### src/rtl/cache_pkg.sv
// Purpose: shared types, geometry and store-merge helper for the 2-way data cache.
// Latency: n/a (types, constants and a pure function only).
// Backpressure: n/a.
package cache_pkg;

   localparam int ADDR_WIDTH = 32;
   localparam int DATA_WIDTH = 32;
   localparam int SETS       = 16;
   localparam int WAYS       = 2;
   localparam int TAG_LSB    = 6;
   localparam int SET_LSB    = 2;
   localparam int SET_W      = 4;
   localparam int TAG_W      = ADDR_WIDTH - TAG_LSB;

   // Access-size codes shared with the MEM stage and data_mem port.
   localparam logic [2:0] DATA_ADDR_MODE_B  = 3'd0;
   localparam logic [2:0] DATA_ADDR_MODE_BU = 3'd1;
   localparam logic [2:0] DATA_ADDR_MODE_H  = 3'd2;
   localparam logic [2:0] DATA_ADDR_MODE_HU = 3'd3;
   localparam logic [2:0] DATA_ADDR_MODE_W  = 3'd4;

   typedef enum logic [1:0] {
      IDLE,
      RD_MISS,
      WR_THRU
   } cache_state_t;

   typedef struct packed {
      logic              valid;
      logic [TAG_W-1:0]  tag;
      logic [DATA_WIDTH-1:0] data;
   } cache_line_t;

   // Overlay LSB-aligned store data onto a cached word at the addressed byte lane(s).
   function automatic logic [DATA_WIDTH-1:0] merge_store(
      input logic [DATA_WIDTH-1:0] old_word,
      input logic [DATA_WIDTH-1:0] wdata,
      input logic [2:0]            mode,
      input logic [1:0]            offset
   );
      logic [DATA_WIDTH-1:0] v_res;
      v_res = old_word;
      case (mode)
         DATA_ADDR_MODE_B, DATA_ADDR_MODE_BU: v_res[{offset, 3'b000} +: 8]        = wdata[7:0];
         DATA_ADDR_MODE_H, DATA_ADDR_MODE_HU: v_res[{offset[1], 4'b0000} +: 16]   = wdata[15:0];
         default:                             v_res                               = wdata;
      endcase
      return v_res;
   endfunction

endpackage

### src/rtl/cache_lru_victim.sv
// Purpose: per-set LRU bit storage and the combinational victim-way pick.
// Latency: victim is combinational; LRU update lands on the next clock edge.
// Backpressure: none; updates whenever the strobe is high.
module cache_lru_victim
   import cache_pkg::*;
(
   input  logic             clk,
   input  logic             rst_n,
   input  logic [SET_W-1:0] i_set,
   input  logic             i_way,
   input  logic             i_upd,
   input  logic [WAYS-1:0]  i_valid,
   output logic             o_victim
);

   // One bit per set: the index of the least recently used way.
   logic [SETS-1:0] r_lru;

   // The way just used becomes MRU, so the other way becomes LRU.
   always_ff @(posedge clk or negedge rst_n) begin
      if (!rst_n) begin
         r_lru <= '0;
      end else if (i_upd) begin
         r_lru[i_set] <= ~i_way;
      end
   end

   // Fill invalid ways first (way0 before way1), then fall back to the LRU way.
   always_comb begin
      if (!i_valid[0]) begin
         o_victim = 1'b0;
      end else if (!i_valid[1]) begin
         o_victim = 1'b1;
      end else begin
         o_victim = r_lru[i_set];
      end
   end

endmodule

### src/rtl/cache_ctrl.sv
// Purpose: blocking 2-way set-associative, write-through, no-write-allocate data cache controller.
// Latency: read hit returns data in the request cycle; misses and stores complete in the mem_ack cycle.
// Backpressure: cpu_stall holds the pipeline until the single outstanding memory request is acked.
module cache_ctrl
   import cache_pkg::*;
(
   input  logic                  clk,
   input  logic                  rst_n,
   input  logic                  cpu_req,
   input  logic                  cpu_we,
   input  logic [2:0]            cpu_addr_mode,
   input  logic [ADDR_WIDTH-1:0] cpu_addr,
   input  logic [DATA_WIDTH-1:0] cpu_wdata,
   output logic [DATA_WIDTH-1:0] cpu_rdata,
   output logic                  cpu_stall,
   output logic                  mem_req,
   output logic                  mem_we,
   output logic [2:0]            mem_addr_mode,
   output logic [ADDR_WIDTH-1:0] mem_addr,
   output logic [DATA_WIDTH-1:0] mem_wdata,
   input  logic                  mem_ack,
   input  logic [DATA_WIDTH-1:0] mem_rdata,
   output logic [31:0]           hit_count,
   output logic [31:0]           miss_count
);

   cache_line_t           r_lines [SETS][WAYS];
   cache_state_t          r_state;
   cache_state_t          w_next_state;

   logic                  r_mem_req;
   logic                  r_mem_we;
   logic [2:0]            r_mem_mode;
   logic [ADDR_WIDTH-1:0] r_mem_addr;
   logic [DATA_WIDTH-1:0] r_mem_wdata;
   logic [31:0]           r_hit_count;
   logic [31:0]           r_miss_count;

   logic [SET_W-1:0]      w_set;
   logic [TAG_W-1:0]      w_tag;
   logic [WAYS-1:0]       w_valid;
   logic [WAYS-1:0]       w_hit;
   logic                  w_any_hit;
   logic                  w_hit_way;
   logic                  w_victim;
   logic                  w_issue;
   logic                  w_done;
   logic                  w_fill;
   logic                  w_merge;
   logic                  w_lru_upd;
   logic                  w_lru_way;
   logic                  w_hit_inc;
   logic                  w_miss_inc;

   assign w_set     = cpu_addr[SET_LSB +: SET_W];
   assign w_tag     = cpu_addr[ADDR_WIDTH-1:TAG_LSB];
   assign w_any_hit = |w_hit;
   assign w_hit_way = w_hit[1];

   assign mem_req       = r_mem_req;
   assign mem_we        = r_mem_we;
   assign mem_addr_mode = r_mem_mode;
   assign mem_addr      = r_mem_addr;
   assign mem_wdata     = r_mem_wdata;
   assign hit_count     = r_hit_count;
   assign miss_count    = r_miss_count;

   // Tag compare against both ways of the addressed set.
   always_comb begin
      for (int w = 0; w < WAYS; w++) begin
         w_valid[w] = r_lines[w_set][w].valid;
         w_hit[w]   = r_lines[w_set][w].valid && (r_lines[w_set][w].tag == w_tag);
      end
   end

   a_one_hot_hit: assert property (@(posedge clk) disable iff (!rst_n) !(w_hit[0] && w_hit[1]));

   cache_lru_victim u_lru (
      .clk      (clk),
      .rst_n    (rst_n),
      .i_set    (w_set),
      .i_way    (w_lru_way),
      .i_upd    (w_lru_upd),
      .i_valid  (w_valid),
      .o_victim (w_victim)
   );

   // State register.
   always_ff @(posedge clk or negedge rst_n) begin
      if (!rst_n) begin
         r_state <= IDLE;
      end else begin
         r_state <= w_next_state;
      end
   end

   // Next state, stall/read-data outputs and the update strobes for arrays, LRU and counters.
   always_comb begin
      w_next_state = r_state;
      cpu_stall    = 1'b0;
      cpu_rdata    = '0;
      w_issue      = 1'b0;
      w_done       = 1'b0;
      w_fill       = 1'b0;
      w_merge      = 1'b0;
      w_lru_upd    = 1'b0;
      w_lru_way    = w_hit_way;
      w_hit_inc    = 1'b0;
      w_miss_inc   = 1'b0;
      case (r_state)
         IDLE: begin
            if (cpu_req) begin
               if (cpu_we) begin
                  cpu_stall    = 1'b1;
                  w_issue      = 1'b1;
                  w_next_state = WR_THRU;
               end else if (w_any_hit) begin
                  cpu_rdata = r_lines[w_set][w_hit_way].data;
                  w_lru_upd = 1'b1;
                  w_hit_inc = 1'b1;
               end else begin
                  cpu_stall    = 1'b1;
                  w_issue      = 1'b1;
                  w_miss_inc   = 1'b1;
                  w_next_state = RD_MISS;
               end
            end
         end
         RD_MISS: begin
            if (mem_ack) begin
               cpu_rdata    = mem_rdata;
               w_fill       = 1'b1;
               w_lru_upd    = 1'b1;
               w_lru_way    = w_victim;
               w_done       = 1'b1;
               w_next_state = IDLE;
            end else begin
               cpu_stall = 1'b1;
            end
         end
         WR_THRU: begin
            if (mem_ack) begin
               w_done       = 1'b1;
               w_next_state = IDLE;
               if (w_any_hit) begin
                  w_merge   = 1'b1;
                  w_lru_upd = 1'b1;
               end
            end else begin
               cpu_stall = 1'b1;
            end
         end
         default: begin
            w_next_state = IDLE;
         end
      endcase
   end

   // Memory request: fields latch at issue and stay frozen until the ack clears the request.
   always_ff @(posedge clk or negedge rst_n) begin
      if (!rst_n) begin
         r_mem_req   <= 1'b0;
         r_mem_we    <= 1'b0;
         r_mem_mode  <= '0;
         r_mem_addr  <= '0;
         r_mem_wdata <= '0;
      end else if (w_issue) begin
         r_mem_req   <= 1'b1;
         r_mem_we    <= cpu_we;
         r_mem_mode  <= cpu_we ? cpu_addr_mode : DATA_ADDR_MODE_W;
         r_mem_addr  <= cpu_we ? cpu_addr : {cpu_addr[ADDR_WIDTH-1:2], 2'b00};
         r_mem_wdata <= cpu_wdata;
      end else if (w_done) begin
         r_mem_req <= 1'b0;
         r_mem_we  <= 1'b0;
      end
   end

   // Line arrays: refill writes the victim way; a store that hits merges into the hit way.
   always_ff @(posedge clk or negedge rst_n) begin
      if (!rst_n) begin
         for (int s = 0; s < SETS; s++) begin
            for (int w = 0; w < WAYS; w++) begin
               r_lines[s][w] <= '0;
            end
         end
      end else if (w_fill) begin
         r_lines[w_set][w_victim] <= '{valid: 1'b1, tag: w_tag, data: mem_rdata};
      end else if (w_merge) begin
         r_lines[w_set][w_hit_way].data <= merge_store(r_lines[w_set][w_hit_way].data,
                                                       cpu_wdata, cpu_addr_mode, cpu_addr[1:0]);
      end
   end

   // Read hit/miss statistics, free-running and wrapping.
   always_ff @(posedge clk or negedge rst_n) begin
      if (!rst_n) begin
         r_hit_count  <= '0;
         r_miss_count <= '0;
      end else begin
         if (w_hit_inc) begin
            r_hit_count <= r_hit_count + 32'd1;
         end
         if (w_miss_inc) begin
            r_miss_count <= r_miss_count + 32'd1;
         end
      end
   end

endmodule

### config.mk
export PLATFORM = sky130hd
export DESIGN_NAME = cache_ctrl
export DESIGN_NICKNAME = d
export VERILOG_FILES = /design/src/rtl/cache_pkg.sv /design/src/rtl/cache_lru_victim.sv /design/src/rtl/cache_ctrl.sv
export SDC_FILE = /design/constraint.sdc
export NUM_CORES = 2
export LEC_CHECK = 0
export BUFFER_PORTS_ARGS = -buffer_cell sky130_fd_sc_hd__buf_4
export CAP_MARGIN = 20
export CORE_MARGIN = 4
export CORE_UTILIZATION = 35
export DETAILED_ROUTE_END_ITERATION = 6
export SYNTH_ARGS = -nofsm -noshare
export SYNTH_HDL_FRONTEND = slang
export SYNTH_SLANG_ARGS = --single-unit
### constraint.sdc
create_clock -name clk -period 3.9 [get_ports clk]
set_input_delay 0.195 -clock clk [delete_from_list [all_inputs] [get_ports clk]]
set_output_delay 0.195 -clock clk [all_outputs]
set_load 0.01 [all_outputs]
==> metrics.md <==
| Metric | Value |
|---|---|
| CP Data Required Time | 3.70 ns |
| Final worst slack | -1.01 ns |
| # IOs | 270 |
| EDFF count, synth | 0 |
| Synth top area share | 49.3% |
| # clock sinks | 2039 |
| IR drop worst, VDD | 0.445 mV |
| Status | complete, but fails checks |
| Synth Cell Area | 104000 sq um |
| CP endpoint kind | output port |
| GPL Wtd Cong | 0.916 |
| DIE HEIGHT | 552 microns |
| Post-route ant nets | 0 |
| TritonCTS clock tree | yes |
| Cell variety after synth | 95 |
| R2R Setup Slk | -0.58 ns |
| Crit path kind | reg -> out |
| Fin. max-slew vios | 0 |
| Flops & latches, synth | 2039 |
| DR iter-0 viols | 9789 |
| Mean Syn Cell Area | 12.2 sq um |
| Seq/Total Area, Yosys | 49.3% |
| Synth area leaders | dfrtp_1, mux4_2, mux2_2 |
| Fin nets | 9359 |
| Initial DRT Pass Iterations | 7 |
| Synth Net Count | 8575 |
| Worst-skew pair later-pin latency | 0.93 ns |
| Max Freq | 204 MHz |
| Commonest non-fill, non-tap cell in the layout | dfrtp_1 |
| Via/cell ratio | 6.19 |
| Row cnt | 199 |
| Initial antenna violation count | 23 |
| Critical path launch point type | flop |
| Max-capacitance violation count | 0 |
| WL/cell | 30.4 microns |
| Pwr Density | 486 nW/um^2 |
| Fin crit period | 4.91 ns |
| H-tree Lvls | 4 |
| Clock slew at reported path FFs | 0.06 ns |
| Worst-Margin Slew | 1.23 ns |
| Vias in the first global route | 84815 |
| Ys flop type | dfrtp_1 |
| Final Power | 62.8 mW |
| Worst Path Arrival | 4.71 ns |
| Dpl cell area | 118000 sq um |
| Fin. Hold Viols | 0 |
| Final WL | 406 mm |
| Drt drc | 4 |
| Grt total ovfl | 0 |
| Endpoints failing setup | 1175 |
| First-pass GRT wire length | 589 mm |
| Largest net degree at the start of global routing | 138 |
| Most frequent cells in the layout | dfrtp_1, buf_4, mux2_2 |
| HPWL Detailed | 256 mm |
| DIE WIDTH | 552 microns |
| HP Class | in -> reg |
| Area delta synth->final | 24.7% |
| Yosys top cell by area | dfrtp_1 |
| Gate Count Post-Synth | 8460 |
| Placed Cells incl. Taps | 12734 |
| Final worst path period share | 126% |
| Ys async rst share | 100% |
| Leakage | 59.8 nW |
| DIE AREA | 305000 sq um |
| Count of input and output buffers | 269 |
| Total Routing Usage GR | 25.7% |
| Footprint of the multi-input gates | 49300 sq um |
| Synth warn | 0 |
| Filler Cell Count | 26605 |
| Post-route cell area | 129000 sq um |
| Area occupied by registers | 51000 sq um |
| Setup Skew | 0.0781 ns |
| Core box area | 294000 sq um |
| Clk buf depth | 4 |
| Total CTS buffers | 221 |
| Root Buffer | clkbuf_16 |
| Failing checks | design-rule violations, negative setup slack |
| Vias after detailed routing | 82732 |
| Rel. slew slack | 18.0% |
| Post-Layout Cell Count | 13356 |
| Starting Density | 35.2% |
| CP Max Fanout | 16 |
| Setup tns final | -361.70 ns |
| Unrepaired setup endpoints after global routing | true |
| Layout cells sized above 1 | 35.7% |
## final cells by class
type,count,area share [%]
Sequential cell,2039,39.5
Timing Repair Buffer,1468,12.6
Tap cell,3919,3.80
Clock buffer,311,4.94
Antenna cell,15,0.0291
Inverter,41,0.125
Multi-Input combinational cell,5473,38.1
Clock inverter,90,0.874
## per-layer routing
| layer | wire [microns] | up-vias | track usage, % |
|---|---|---|---|
| li1 | - | 33300 | - |
| met1 | 158000 | 42839 | 33.6 |
| met2 | 182000 | 5297 | 39.6 |
| met3 | 43300 | 1286 | 6.78 |
| met4 | 22400 | 10 | 12.3 |
| met5 | 110 | - | 0 |
## per-stage QoR
stage	util [%]	setup WS (ns)	hold slack, ns
2_1_floorplan	-	0.0258	-0.101
3_3_place_gp	40.2	-1.14	0.253
3_5_place_dp	40.2	-1.18	0.244
4_1_cts	43.5	-1.01	0.0338
5_1_grt	43.9	-1.09	0.0556
6_report	43.9	-1.01	0.0635
## kinds of logic after synthesis
logic type	synth area share, %
AOI/OAI and AO/OA	14.7
buffers and inverters	4.27
and+or+nand+nor	7.18
DFF	49.3
xor gates and xnor gates	1.07
muxes	23.4
adders and majority gates	0.133
## registers in the layout (all words and copies together) (netlist names)
signal	count
u_lru.r_lru	16
miss_count	32
r_state	2
mem_req	1
r_lines	1888
mem_addr	32
mem_wdata	32
mem_we	1
mem_addr_mode	3
hit_count	32
## power breakdown
group / switching [mW] / total (mW) / internal [mW]
sequential: 2.14 / 27.0 / 24.8
combinational: 6.90 / 13.7 / 6.77
clock: 9.17 / 22.1 / 13.0
## critical path: stages (launching register included)
cell      delay (ns)
dfrtp_1         0.39
mux4_2          0.46
mux2_4          0.29
a222oi_1        0.46
o211ai_1        0.21
or4_4           0.48
a21oi_4         0.20
and3_4          0.32
buf_12          0.16
o21ai_4         0.08
buf_12          0.22
o21ai_2         0.19
buf_4           0.17
buf_4           0.12
## repair_timing
item	4_1_cts	5_1_grt
endpoints found under the setup margin	1208	1197
hold buffers	109	0
endpoints found under the hold margin	1798	0
pin swaps	65	98
cloned	12	10
setup buffers	49	45
gates resized for setup	146	122
## final timing paths
kind / start / end / cells after the start
setup / recovery: r_lines[574] / cpu_rdata[13] / 13
hold / removal: cpu_wdata[30] / mem_wdata[30] / 3
setup reg to reg: r_lines[574] / r_lines[1022] / 13
hold reg to reg: r_lines[1179] / r_lines[1179] / 1
max in group asynchronous: rst_n / r_lines[879] / 5
min in group asynchronous: rst_n / r_lines[1542] / 3
## Yosys cell counts, drive strengths merged (11+ instances only)
| cell | instances |
|---|---|
| or3 | 26 |
| and2 | 36 |
| nand2b | 22 |
| ha | 11 |
| nand2 | 720 |
| a21oi | 106 |
| xnor2 | 81 |
| o21a | 88 |
| xor2 | 46 |
| a21o | 251 |
| inv | 35 |
| a221o | 230 |
| mux2i | 180 |
| nor3 | 93 |
| or2 | 18 |
| a2bb2oi | 151 |
| nor3b | 19 |
| nand4 | 43 |
| nand3 | 120 |
| a31oi | 33 |
| o21ai | 510 |
| buf | 384 |
| dfrtp | 2039 |
| o211ai | 105 |
| clkbuf | 527 |
| nor2 | 347 |
| a22oi | 42 |
| o22ai | 293 |
| mux4 | 484 |
| a22o | 242 |
| mux2 | 1028 |
| and3 | 34 |
Power figures use the tool's default switching activity.
